File: src/rtl/ad3542_pkg.sv
// Shared definitions for the AD3542 dual-SDIO SPI link: decoder states, frame
// geometry and the default DAC code register addresses.
package ad3542_pkg;

   typedef enum logic [1:0] {
      ST_IDLE,
      ST_INSTR,
      ST_DATA,
      ST_SKIP
   } state_e;

   localparam int INSTR_BITS         = 8;
   localparam int DATA_BITS_PER_SCLK = 2;
   localparam int PAIRS_PER_BYTE     = 8 / DATA_BITS_PER_SCLK;

   localparam logic [6:0] CH0_ADDR_DEFAULT = 7'h2B;
   localparam logic [6:0] CH1_ADDR_DEFAULT = 7'h2D;

   // Streaming address step; 7-bit arithmetic gives the modulo-128 wrap.
   function automatic logic [6:0] stepAddr(input logic [6:0] addr, input logic descend);
      return descend ? addr - 7'd1 : addr + 7'd1;
   endfunction

endpackage

File: src/rtl/ad3542_edge_sync.sv
// Input synchronizer with a history flop and rise/fall detection.
module ad3542_edge_sync #(
   parameter int   STAGES     = 2,
   parameter logic IDLE_LEVEL = 1'b0
) (
   input  logic clk,
   input  logic reset_x,
   input  logic sig_i,
   output logic rise_o,
   output logic fall_o
);

   localparam int PRIME_MAX = STAGES + 1;
   localparam int CNT_W     = $clog2(PRIME_MAX + 1);

   logic             level;
   logic             prev_q;
   logic [CNT_W-1:0] prime_q;
   logic             primed;

   generate
      if (STAGES == 0) begin : g_direct
         assign level = sig_i;
      end else begin : g_pipe
         logic [STAGES-1:0] pipe_q;
         always_ff @(posedge clk) begin
            if (!reset_x) begin
               pipe_q <= {STAGES{IDLE_LEVEL}};
            end else begin
               pipe_q[0] <= sig_i;
               for (int i = 1; i < STAGES; i++) begin
                  pipe_q[i] <= pipe_q[i-1];
               end
            end
         end
         assign level = pipe_q[STAGES-1];
      end
   endgenerate

   // Edges are masked until the pipe has flushed its reset value, so a line
   // held away from its idle level across reset does not fake an edge.
   always_ff @(posedge clk) begin
      if (!reset_x) begin
         prev_q  <= IDLE_LEVEL;
         prime_q <= '0;
      end else begin
         prev_q <= level;
         if (!primed) begin
            prime_q <= prime_q + 1'b1;
         end
      end
   end

   assign primed = (prime_q == CNT_W'(PRIME_MAX));
   assign rise_o = primed & ~prev_q & level;
   assign fall_o = primed & prev_q & ~level;

endmodule

File: src/rtl/ad3542_spi_target.sv
// Receive side of the AD3542 dual-SDIO SPI link: decodes frames into a
// register-write stream and shadows the two DAC codes until ldac falls.
module ad3542_spi_target
   import ad3542_pkg::*;
#(
   parameter int         SYNC_STAGES  = 2,
   parameter bit         ADDR_DESCEND = 1'b1,
   parameter logic [6:0] CH0_ADDR     = CH0_ADDR_DEFAULT,
   parameter logic [6:0] CH1_ADDR     = CH1_ADDR_DEFAULT
) (
   input  logic        clk,
   input  logic        reset_x,
   input  logic        spi_sclk,
   input  logic        spi_cs,
   input  logic        spi_sdio0,
   input  logic        spi_sdio1,
   input  logic        ldac,
   output logic        wr_valid,
   output logic [6:0]  wr_addr,
   output logic [7:0]  wr_data,
   output logic        rd_req,
   output logic        frame_done,
   output logic        frame_err,
   output logic [15:0] dac_0,
   output logic [15:0] dac_1
);

   localparam logic [6:0] CH0_LSB_ADDR = stepAddr(CH0_ADDR, ADDR_DESCEND);
   localparam logic [6:0] CH1_LSB_ADDR = stepAddr(CH1_ADDR, ADDR_DESCEND);

   logic       sclkRise, sclkFall;
   logic       csRise, csFall;
   logic       ldacRise, ldacFall;
   logic       unusedEdges;
   logic [1:0] sdioSync;

   state_e     state_q;
   logic [7:0] shift_q;
   logic [2:0] count_q;
   logic [6:0] addr_q;
   logic       byteDone_q, rdPend_q;
   logic       wrValid_q, rdReq_q, frameDone_q, frameErr_q;
   logic [6:0] wrAddr_q;
   logic [7:0] wrData_q;
   logic [15:0] shadow0_q, shadow1_q, dac0_q, dac1_q;
   logic [7:0] instrShift_d, dataShift_d;

   ad3542_edge_sync #(.STAGES(SYNC_STAGES), .IDLE_LEVEL(1'b0)) u_sclkSync (
      .clk(clk), .reset_x(reset_x), .sig_i(spi_sclk), .rise_o(sclkRise), .fall_o(sclkFall));
   ad3542_edge_sync #(.STAGES(SYNC_STAGES), .IDLE_LEVEL(1'b1)) u_csSync (
      .clk(clk), .reset_x(reset_x), .sig_i(spi_cs), .rise_o(csRise), .fall_o(csFall));
   ad3542_edge_sync #(.STAGES(SYNC_STAGES), .IDLE_LEVEL(1'b1)) u_ldacSync (
      .clk(clk), .reset_x(reset_x), .sig_i(ldac), .rise_o(ldacRise), .fall_o(ldacFall));

   assign unusedEdges = sclkFall | ldacRise;

   // Data lines get the same depth as sclk so each sample lines up with its rise.
   generate
      if (SYNC_STAGES == 0) begin : g_sdioDirect
         assign sdioSync = {spi_sdio1, spi_sdio0};
      end else begin : g_sdioPipe
         logic [1:0] sdioPipe_q [SYNC_STAGES];
         always_ff @(posedge clk) begin
            if (!reset_x) begin
               for (int i = 0; i < SYNC_STAGES; i++) begin
                  sdioPipe_q[i] <= 2'b00;
               end
            end else begin
               sdioPipe_q[0] <= {spi_sdio1, spi_sdio0};
               for (int i = 1; i < SYNC_STAGES; i++) begin
                  sdioPipe_q[i] <= sdioPipe_q[i-1];
               end
            end
         end
         assign sdioSync = sdioPipe_q[SYNC_STAGES-1];
      end
   endgenerate

   assign instrShift_d = {shift_q[6:0], sdioSync[0]};
   assign dataShift_d  = {shift_q[5:0], sdioSync[1], sdioSync[0]};

   // Frame decoder. A completed byte or read instruction is flagged first and
   // turned into its strobe on the following clock.
   always_ff @(posedge clk) begin
      if (!reset_x) begin
         state_q     <= ST_IDLE;
         shift_q     <= '0;
         count_q     <= '0;
         addr_q      <= '0;
         byteDone_q  <= 1'b0;
         rdPend_q    <= 1'b0;
         wrValid_q   <= 1'b0;
         wrAddr_q    <= '0;
         wrData_q    <= '0;
         rdReq_q     <= 1'b0;
         frameDone_q <= 1'b0;
         frameErr_q  <= 1'b0;
      end else begin
         wrValid_q   <= byteDone_q;
         rdReq_q     <= rdPend_q;
         byteDone_q  <= 1'b0;
         rdPend_q    <= 1'b0;
         frameDone_q <= 1'b0;
         frameErr_q  <= 1'b0;

         if (byteDone_q) begin
            wrAddr_q <= addr_q;
            wrData_q <= shift_q;
            addr_q   <= stepAddr(addr_q, ADDR_DESCEND);
         end

         if (csRise) begin
            state_q     <= ST_IDLE;
            frameDone_q <= 1'b1;
            frameErr_q  <= ((state_q == ST_INSTR) || (state_q == ST_DATA)) && (count_q != 3'd0);
         end else begin
            case (state_q)
               ST_IDLE: begin
                  if (csFall) begin
                     state_q <= ST_INSTR;
                     count_q <= '0;
                  end
               end
               ST_INSTR: begin
                  if (sclkRise) begin
                     shift_q <= instrShift_d;
                     if (count_q == 3'(INSTR_BITS - 1)) begin
                        count_q <= '0;
                        if (instrShift_d[7]) begin
                           rdPend_q <= 1'b1;
                           state_q  <= ST_SKIP;
                        end else begin
                           addr_q  <= instrShift_d[6:0];
                           state_q <= ST_DATA;
                        end
                     end else begin
                        count_q <= count_q + 3'd1;
                     end
                  end
               end
               ST_DATA: begin
                  if (sclkRise) begin
                     shift_q <= dataShift_d;
                     if (count_q == 3'(PAIRS_PER_BYTE - 1)) begin
                        count_q    <= '0;
                        byteDone_q <= 1'b1;
                     end else begin
                        count_q <= count_q + 3'd1;
                     end
                  end
               end
               ST_SKIP: begin
               end
               default: state_q <= ST_IDLE;
            endcase
         end
      end
   end

   // Shadows follow the write strobe; ldac copies them out. Both use the
   // pre-edge shadow, so a coincident write only reaches the shadow.
   always_ff @(posedge clk) begin
      if (!reset_x) begin
         shadow0_q <= '0;
         shadow1_q <= '0;
         dac0_q    <= '0;
         dac1_q    <= '0;
      end else begin
         if (ldacFall) begin
            dac0_q <= shadow0_q;
            dac1_q <= shadow1_q;
         end
         if (wrValid_q) begin
            if (wrAddr_q == CH0_ADDR)     shadow0_q[15:8] <= wrData_q;
            if (wrAddr_q == CH0_LSB_ADDR) shadow0_q[7:0]  <= wrData_q;
            if (wrAddr_q == CH1_ADDR)     shadow1_q[15:8] <= wrData_q;
            if (wrAddr_q == CH1_LSB_ADDR) shadow1_q[7:0]  <= wrData_q;
         end
      end
   end

   assign wr_valid   = wrValid_q;
   assign wr_addr    = wrAddr_q;
   assign wr_data    = wrData_q;
   assign rd_req     = rdReq_q;
   assign frame_done = frameDone_q;
   assign frame_err  = frameErr_q;
   assign dac_0      = dac0_q;
   assign dac_1      = dac1_q;

endmodule

File: config.mk
export PLATFORM = sky130hd
export DESIGN_NAME = ad3542_spi_target
export DESIGN_NICKNAME = d
export VERILOG_FILES = /design/src/rtl/ad3542_pkg.sv /design/src/rtl/ad3542_edge_sync.sv /design/src/rtl/ad3542_spi_target.sv
export SDC_FILE = /design/constraint.sdc
export NUM_CORES = 1
export LEC_CHECK = 0
export BUFFER_PORTS_ARGS = -buffer_cell sky130_fd_sc_hd__buf_2
export CORE_MARGIN = 2
export CORE_UTILIZATION = 35
export DETAILED_ROUTE_END_ITERATION = 10
export GPL_TIMING_DRIVEN = 0
export SLEW_MARGIN = 25
export SYNTH_ARGS = -nofsm -noshare
export SYNTH_HDL_FRONTEND = slang
export SYNTH_SLANG_ARGS = --single-unit
export TNS_END_PERCENT = 30
File: constraint.sdc
create_clock -name clk -period 5.9 [get_ports clk]
set_clock_uncertainty 0.2 [all_clocks]
set_input_delay 0.885 -clock clk [delete_from_list [all_inputs] [get_ports clk]]
set_output_delay 0.885 -clock clk [all_outputs]
set_load 0.01 [all_outputs]
Word-level counts from Yosys, hierarchy flattened
Memory sizes are Yosys's and may differ from the RTL's.
Index checks and enable logic that the tools add are counted.
- register bits after elaboration: 120
- bits in writable memories: 4
- output and inout port bits: 51
- memories: 1
- $add $sub $neg: 5
- equal/unequal tests: 15
- mux-type cells: 27
- bitwise logic cells: 20
- reductions and logical operators: 18
- memories (name ; depth ; width ; rd ports ; clocked after Yosys merged registers in ; wr ports ; line ; source):
    g_sdioPipe.sdioPipe_q ; 2 ; 2 ; 2 ; 0 ; 2 ; ad3542_spi_target.sv:62 ; logic [1:0] sdioPipe_q [SYNC_STAGES];
- operators with widths (operator ; count):
    $mux W7 ; 6
    $eq A7 B6 Y1 const B ; 4
    $mux W8 ; 2
    $pmux W8 S2 ; 1
    $mux W3 ; 5
    $mux W2 ; 5
    $not A1 Y1 ; 10
    $reduce_and A2 Y1 ; 5
    $pmux W3 S3 ; 1
    $and A1 B1 Y1 ; 8
    $eq A2 B2 Y1 const B ; 4
    $reduce_and A4 Y1 ; 2
    $sub A7 B1 Y7 const B ; 1
    $add A2 B1 Y2 const B ; 3
    $mux W1 ; 6
    $ne A2 B2 Y1 const B ; 3
    $reduce_bool A3 Y1 ; 2
    $reduce_and A5 Y1 ; 1
    $reduce_or A5 Y1 ; 1
    $pmux W2 S2 ; 1
    $reduce_bool A2 Y1 ; 2
    $reduce_or A4 Y1 ; 1
    $add A3 B1 Y3 const B ; 1
    $eq A3 B2 Y1 const B ; 1
    8 further kinds ; 9

Logic depth before layout (Yosys ltp)
Gate-level depths: netlist of the first run.
- depth after elaboration: 7
- gate-level depth with buffers: 8
- mapped depth without buffers: 7

Hierarchy
Synthesis of the first run repeated with hierarchy kept, for this count alone.
- cells, all modules: 474
- area total of the unflattened synthesis: 4898.4 um^2
- by module, submodules not included (module ; instances ; cells an instance ; area an instance (um^2)):
    ad3542_spi_target ; 1 ; 426 ; 4357.9
    ad3542_edge_sync ; 3 ; 16 ; 180.2

Worst setup path before layout of the first run
No wires, ideal clock.
- path kind: in2reg
- start: input reset_x
- end: register addr_q[1]
- arrival time: 1.825 ns
- required time: 5.572 ns
- path slack: 3.748 ns
- stages on the path: 5
- buffers on the path: 3
- cell sequence: clkbuf_1 > inv_2 > clkbuf_1 > buf_1 > nor2_1
- RTL lines (item ; line ; source):
    start: declaration ; ad3542_spi_target.sv:12 ; input logic reset_x,
    end signal: assignment ; ad3542_spi_target.sv:109 ; addr_q <= stepAddr(addr_q, ADDR_DESCEND);
    end signal: assignment ; ad3542_spi_target.sv:133 ; addr_q <= instrShift_d[6:0];
    end: declaration ; ad3542_spi_target.sv:40 ; logic [6:0] addr_q;
No word-level cell between the ends.

Worst setup path in the final report of the first run
- start: input reset_x
- end: register frameDone_q, in the netlist frame_done
- RTL lines (item ; line ; source):
    end signal: assignment ; ad3542_spi_target.sv:96 ; frameDone_q <= 1'b0;
    end signal: assignment ; ad3542_spi_target.sv:103 ; frameDone_q <= 1'b0;
    end signal: assignment ; ad3542_spi_target.sv:114 ; frameDone_q <= 1'b1;
    end: declaration ; ad3542_spi_target.sv:42 ; logic wrValid_q, rdReq_q, frameDone_q, frameErr_q;
No word-level cell between the ends.

==> impl_metrics.toml, run 1 <==
[timing]
timing.max_slew.rel_slack = 0.512
report.final.setup_viol = 0
worst_slew_pin_slew_ns = 0.727
max_freq_ghz = 0.444
final.setup.tns_ns = 0
time_the_final_worst_path_needs_with_i_o_delays_and_setup_ns = 2.25
final_min_period_over_clock_period = 0.382
grt_setup_unrepaired = "false"
fin_ws_ns = 3.65
final-hold-violation-count = 0
maxSlewViolCount = 0
fin_worst_hold_slack_ns = 0.206

[synth]
synth-xor-area-share = 0.0166
netlist.top_cell.by_area = "sky130_fd_sc_hd__dfxtp_1"
post_synth_and_or_nand_nor_area_fraction = 0.185
synth.yosys.seq_area_share = 0.523
synth_cells = 499
synth.area.mux_share = 0.129
post-synth-top-count-cell = "sky130_fd_sc_hd__dfxtp_1"
post_synth_instance_area_um2 = 4750
synth_cell_count_leaders = "sky130_fd_sc_hd__dfxtp_1, sky130_fd_sc_hd__nand2_1, sky130_fd_sc_hd__nor2_1"
largest_family_of_logic_cells_by_synthesized_area = "simple AND/OR/NAND/NOR gates"
synth_compound_gate_area_share = 0.0767
synthDominantCellAreaShare = 0.523
synth.area.top_cells = "sky130_fd_sc_hd__dfxtp_1, sky130_fd_sc_hd__mux2i_1, sky130_fd_sc_hd__nand2_1, sky130_fd_sc_hd__nor2_1, sky130_fd_sc_hd__a21oi_1"
postSynthRegisterBits = 124
synth_flop_cell = "sky130_fd_sc_hd__dfxtp_1"
ys_async_sr_fraction = 0
number_of_flops_mapped_to_enable_cells_by_yosys = 0
synth_cell_type_count = 39
synth_adder_area_share = 0.0343
yosysWarningCount = 0
syn_avg_cell_area_um2 = 9.51
synthesis.nets = 519

[placement]
globalplace.congestion = 0.820
port_buffers = 56
placed_cell_area_um2 = 5250
pre_cts_slack_ns = 3.21
detailed_place_hpwl_mm = 7.31

[die]
placement_rows = 42
die_width_um = 120
initial_utilization = 0.358
design.die.area_um2 = 14500
die_h_um = 120
io_pins = 58
coreArea_um2 = 13200

[grt]
first_global_vias = 3468
globalRoute.totalOverflow = 0
grt_use_total = 0.152
antenna_found_initial = 0
maximum_number_of_pins_on_one_net_before_global_route_repair = 17
grt_pass1_wl_mm = 17.0

[clock_network]
cts_max_path_buffers = 2
clock_sink_count = 124
cts_resized = 0
numCtsBuffers = 17
htree_num_levels = 4
clk-insertion-delay-late_ns = 0.42
post_cts_buffers = 0
postCtsHoldBufs = 0
cts.root.buffer_cell = "sky130_fd_sc_hd__clkbuf_16"
tritoncts = "yes"
clk_pin_slew_worst_paths_ns = 0.05

[status]
status = "finished, final reports clean"

[setup_path]
cp.arrival_ns = 2.33
timing.rr.start = "u_csSync.prime_q[0]"
path_max_fanout = 10
worst_setup_path_start_kind = "primary input"
worst_r2r_endpoint = "addr_q[5]"
crit_required_ns = 5.98
reg2reg_slack_ns = 3.75
worst-setup-path-type = "in -> reg"
timing.critical_path.to_type = "flop"
r2r_cells = 7

[route]
detail_route.iter0.violations = 153
vias = 3509
route.detailed.vias_per_inst = 4.60
pre_repair_dr_iteration_count = 4
antenna_left = 0
drc = 0
avgRoutedWirePerCell_um = 13.6
totalWireLength_mm = 10.4

[layout]
postLayoutCellArea_um2 = 5900
layout.nets = 594
finalCoreUtilization = 0.446
n_antenna_cell = 0
areaGrowthSynthToFinish_pct = 24.3
ratio_of_cells_with_drive_above_1_in_the_final_layout = 0.177

[min_path]
timing.hold.worst.class = "reg -> reg"
holdCritStartpoint = "u_csSync.g_pipe.pipe_q[0]"
min_path_cells = 1
timing.hold.worst_endpoint = "u_csSync.g_pipe.pipe_q[1]"

[power_and_ir_drop]
worst_supply_voltage_drop_on_vdd_uv = 195
power_density_nw_per_um2 = 358
cell_leakage_power_nw = 2.39

[job]
cap_viol_max_count = 0
==> stage by stage <==
step	cells	total power, mW
detailed placement	731	1.00
finish	763	2.11
global route	763	2.19
global placement	731	0.997
CTS	763	2.14
floorplan	499	0.973
==> per-layer routing <==
metal	up-vias	part of all wire	track usage
met3	15	0.043	0.0458
met1	1624	0.47	0.184
met4	0	0.019	0.0705
li1	1802	-	-
met5	-	0	0
met2	68	0.47	0.248
==> cell usage in the layout, fill, tap and decap left out, types with 3 or more instances in the layout <==
cell	synthesis	routed
sky130_fd_sc_hd__dfxtp_1	124	124
sky130_fd_sc_hd__nand2_1	81	81
sky130_fd_sc_hd__nor2_1	73	73
sky130_fd_sc_hd__buf_2	6	62
sky130_fd_sc_hd__mux2i_1	61	61
sky130_fd_sc_hd__a21oi_1	37	37
sky130_fd_sc_hd__clkbuf_1	20	21
sky130_fd_sc_hd__clkbuf_16	0	17
sky130_fd_sc_hd__ha_1	13	13
sky130_fd_sc_hd__inv_1	11	11
sky130_fd_sc_hd__and2_1	9	9
sky130_fd_sc_hd__nand2b_1	8	8
sky130_fd_sc_hd__a211oi_1	8	8
sky130_fd_sc_hd__xor2_1	6	6
sky130_fd_sc_hd__clkbuf_8	0	5
sky130_fd_sc_hd__o21ai_0	4	4
sky130_fd_sc_hd__a211oi_2	4	4
sky130_fd_sc_hd__bufinv_16	0	4
sky130_fd_sc_hd__nand3_1	3	3
sky130_fd_sc_hd__o21ai_1	3	3
sky130_fd_sc_hd__xnor2_1	3	3
sky130_fd_sc_hd__clkinvlp_4	0	3
==> worst max path at each step <==
stage	start	endpoint	cells past startpoint	slack [ns]
after global routing	reset_x	shadow1_q[15]	5	3.48
after detailed placement	reset_x	frame_done	5	3.21
after global placement	reset_x	frame_done	5	3.18
after CTS	wr_data[4]	wr_data[4]	1	3.62
final	reset_x	frame_done	5	3.65
after floorplan	reset_x	addr_q[1]	5	3.75
==> flip-flops by register name (all words and copies together) (netlist names), 3 cells and up <==
signal                 cells
shadow1_q                 16
g_sdioPipe.sdioPipe_q      4
addr_q                     7
wr_data                    8
shift_q                    8
dac_1                     16
wr_addr                    7
count_q                    3
shadow0_q                 16
dac_0                     16
==> power by group <==
group / total [mW] / internal [mW] / switching [mW]
Sequential: 0.885 / 0.863 / 0.0225
Combinational: 0.100 / 0.0398 / 0.0605
Clock: 1.13 / 0.763 / 0.366
Total: 2.11 / 1.67 / 0.449
==> worst max-delay path: stages <==
cell,delay [ns]
sky130_fd_sc_hd__clkbuf_1,0.21
sky130_fd_sc_hd__inv_2,0.22
sky130_fd_sc_hd__clkbuf_1,0.38
sky130_fd_sc_hd__clkbuf_1,0.52
sky130_fd_sc_hd__nor2_1,0.12
==> cell type report <==
| class | count | area [um^2] |
|---|---|---|
| buffer | 29 | 124 |
| clock buffer | 23 | 498 |
| clock inverter | 9 | 156 |
| fill | 1319 | 7340 |
| inverter | 12 | 45.0 |
| multi-input combinational | 334 | 2100 |
| sequential | 124 | 2480 |
| tap | 176 | 220 |
| timing repair buffer | 56 | 280 |
==> logic make-up after synthesis <==
kind of cell	after synthesis
buffers and inverters	41
AO/OA/AOI/OAI	60
multiplexers	61
adder cells (fa/ha/maj)	13
AND/OR/NAND/NOR	191
flip-flops	124
XOR/XNOR	9
(Power assumes the default switching activity.)
==> run 2, diff against run 1 <==
Settings changed: ABC_AREA from default to 1.
Clock period 5.9 ns to 2 ns, I/O delays scaled along.
==> run 2 against run 1 <==
Die area rose by 2.3%; synthesized cell count rose by 26%; critical path type is now reg -> reg; routed wire length grew 17%; clock power increased to 2.9 times the previous value; non-clock buffer count up 3; synthesized area up 2.3%; total power grew to 2.9 times the previous value; count of clock-buffer cells in the layout fell by 4; worst setup slack worse by 3.5 ns; design area up 2.7%.
==> impl_metrics.toml, run 2 <==
[status]
status = "finished, final reports clean"

[power_and_ir_drop]
worst_supply_voltage_drop_on_vdd_uv = 484
p_clk_frac = 0.530
totalPowerFinal_mw = 6.21
power_density_nw_per_um2 = 1020
power_report.internal_total_mw = 4.81
total_switching_power_mw = 1.40
combPwrFrac = 0.056
netSwitchingFraction = 0.226
seqPwrFrac = 0.414
cell_leakage_power_nw = 2.80

[grt]
grt_pass1_wl_mm = 19.6
grt_use_total = 0.171
maximum_number_of_pins_on_one_net_before_global_route_repair = 17
first_global_vias = 4031
globalRoute.totalOverflow = 0
antenna_found_initial = 0

[die]
io_pins = 58
coreArea_um2 = 13700
placement_rows = 43
die_width_um = 122
design.die.area_um2 = 14800
die_h_um = 122
initial_utilization = 0.354

[setup_path]
critical_path.endpoint = "addr_q[5]"
r2r_cells = 10
timing.rr.start = "count_q[1]"
crit_required_ns = 2.11
worst_setup_path_start_kind = "flop"
path_max_fanout = 10
timing.critical_path.to_type = "flop"
cp.arrival_ns = 1.97
worst-setup-path-type = "reg -> reg"
cp_launch_point = "count_q[1]"
worst_r2r_endpoint = "addr_q[5]"
reg2reg_slack_ns = 0.14

[layout]
layout.nets = 732
n_antenna_cell = 0
postLayoutCellArea_um2 = 6060
finalCoreUtilization = 0.442
most_common_library_cell_in_the_layout_ignoring_fill_and_taps = "sky130_fd_sc_hd__dfxtp_1"
layout_common_cells = "sky130_fd_sc_hd__dfxtp_1, sky130_fd_sc_hd__nor2_1, sky130_fd_sc_hd__nand2_1"
post_layout_nonfiller_instances = 904
ratio_of_cells_with_drive_above_1_in_the_final_layout = 0.169
areaGrowthSynthToFinish_pct = 24.8

[synth]
post_synth_instance_area_um2 = 4860
post-synth-top-count-cell = "sky130_fd_sc_hd__dfxtp_1"
postSynthRegisterBits = 124
syn_avg_cell_area_um2 = 7.70
number_of_flops_mapped_to_enable_cells_by_yosys = 0
synth_flop_cell = "sky130_fd_sc_hd__dfxtp_1"
yosysWarningCount = 0
synthDominantCellAreaShare = 0.511
synthesis.nets = 651
synth.yosys.seq_area_share = 0.511
synth.area.top_cells = "sky130_fd_sc_hd__dfxtp_1, sky130_fd_sc_hd__nor2_1, sky130_fd_sc_hd__nand2_1, sky130_fd_sc_hd__o21ai_0, sky130_fd_sc_hd__a21oi_1"
synth_cell_type_count = 25
synth_cell_count_leaders = "sky130_fd_sc_hd__dfxtp_1, sky130_fd_sc_hd__nor2_1, sky130_fd_sc_hd__nand2_1"
synth_cells = 631
netlist.top_cell.by_area = "sky130_fd_sc_hd__dfxtp_1"
ys_async_sr_fraction = 0

[clock_network]
cts.root.buffer_cell = "sky130_fd_sc_hd__clkbuf_16"
numCtsBuffers = 17
clk_pin_slew_worst_paths_ns = 0.06
tritoncts = "yes"
clk-insertion-delay-late_ns = 0.41
clock_sink_count = 124
htree_num_levels = 4
cts_max_path_buffers = 2

[timing]
final_min_period_over_clock_period = 0.930
time_the_final_worst_path_needs_with_i_o_delays_and_setup_ns = 1.86
report.final.setup_viol = 0
timing.max_slew.rel_slack = 0.619
max_freq_ghz = 0.537
fin_ws_ns = 0.139
final.setup.tns_ns = 0
grt_setup_unrepaired = "true"
final-hold-violation-count = 0
worst_slew_pin_slew_ns = 0.571
maxSlewViolCount = 0
fin_worst_hold_slack_ns = 0.200

[route]
antenna_left = 0
detail_route.iter0.violations = 291
pre_repair_dr_iteration_count = 4
vias = 4312
avgRoutedWirePerCell_um = 13.4
totalWireLength_mm = 12.2
drc = 0
route.detailed.vias_per_inst = 4.77

[placement]
port_buffers = 57
globalplace.congestion = 0.882
placed_cell_count = 868
detailed_place_hpwl_mm = 8.51
placed_cell_area_um2 = 5370
pre_cts_slack_ns = 0.0581

[job]
cap_viol_max_count = 0

[min_path]
timing.hold.worst.class = "in -> reg"
[run 2: changes by cell type in the layout (fill, tap and decap cells not counted), sizes merged, moves of 7 or more]
cell | previous run | this run
nand2b | 8 | 0
clkbuf | 43 | 30
mux2i | 61 | 0
nand4 | 1 | 12
a211oi | 12 | 1
inv | 13 | 60
and2 | 9 | 0
nor2 | 73 | 118
buf | 65 | 72
nand3 | 3 | 31
a21oi | 37 | 59
nand2 | 81 | 105
o21ai | 7 | 71
[run 2: timing repair]
item,in CTS,in global routing
hold buffers,5,0
hold endpoints to repair,5,0
buffers inserted,0,0
setup endpoints to repair,0,10
resized for setup,0,1
[run 2: worst min-delay path by stage]
| stage | from | cells after the start | end |
|---|---|---|---|
| after global routing | u_csSync.g_pipe.pipe_q[0] | 1 | u_csSync.g_pipe.pipe_q[1] |
| final | reset_x | 3 | u_ldacSync.g_pipe.pipe_q[0] |
| after detailed placement | g_sdioPipe.sdioPipe_q[0][0] | 2 | g_sdioPipe.sdioPipe_q[0][2] |
| after global placement | u_sclkSync.g_pipe.pipe_q[0] | 2 | u_sclkSync.g_pipe.pipe_q[1] |
| after CTS | reset_x | 4 | u_csSync.prime_q[0] |
| after floorplan | g_sdioPipe.sdioPipe_q[0][0] | 2 | g_sdioPipe.sdioPipe_q[0][2] |
[run 2: kinds of logic after synthesis]
group / synth area share
adders and majority gates: 0.0335
xor gates and xnor gates: 0.00361
DFF: 0.511
AOI/OAI and AO/OA: 0.137
buffers and inverters: 0.0706
and+or+nand+nor: 0.244
[run 2: worst max-delay path: stages (launching register included)]
cell                      delay (ns)
sky130_fd_sc_hd__dfxtp_1        0.33
sky130_fd_sc_hd__ha_1           0.19
sky130_fd_sc_hd__ha_1           0.21
sky130_fd_sc_hd__nand2_1        0.11
sky130_fd_sc_hd__nor2_2         0.14
sky130_fd_sc_hd__nand3_1        0.10
sky130_fd_sc_hd__buf_2          0.20
sky130_fd_sc_hd__nor2_1         0.11
sky130_fd_sc_hd__nor2_1         0.05
sky130_fd_sc_hd__nand2_1        0.08
sky130_fd_sc_hd__inv_1          0.03
[run 2: power by group through the flow]
stage	Sequential, mW	Clock (mW)	Combinational, mW
after floorplan	2.62	0	0.233
after global placement	2.62	0	0.315
after detailed placement	2.63	0	0.335
after CTS	2.57	3.33	0.346
after global routing	2.58	3.45	0.403
final	2.57	3.29	0.345
[run 2: routing by layer]
metal	GRT usage	wire length, um	vias to the layer above
met2	0.285	5690	104
met5	0	0	-
met3	0.0492	597	34
met1	0.204	5510	1973
met4	0.0761	359	0
li1	-	-	2201
[run 2: layout make-up]
| type | count | area (um^2) |
|---|---|---|
| Buffer | 26 | 125 |
| Clock buffer | 19 | 453 |
| Clock inverter | 12 | 186 |
| Fill cell | 1412 | 7660 |
| Inverter | 58 | 218 |
| Multi-Input combinational cell | 423 | 2040 |
| Sequential cell | 124 | 2480 |
| Tap cell | 180 | 225 |
| Timing Repair Buffer | 62 | 335 |
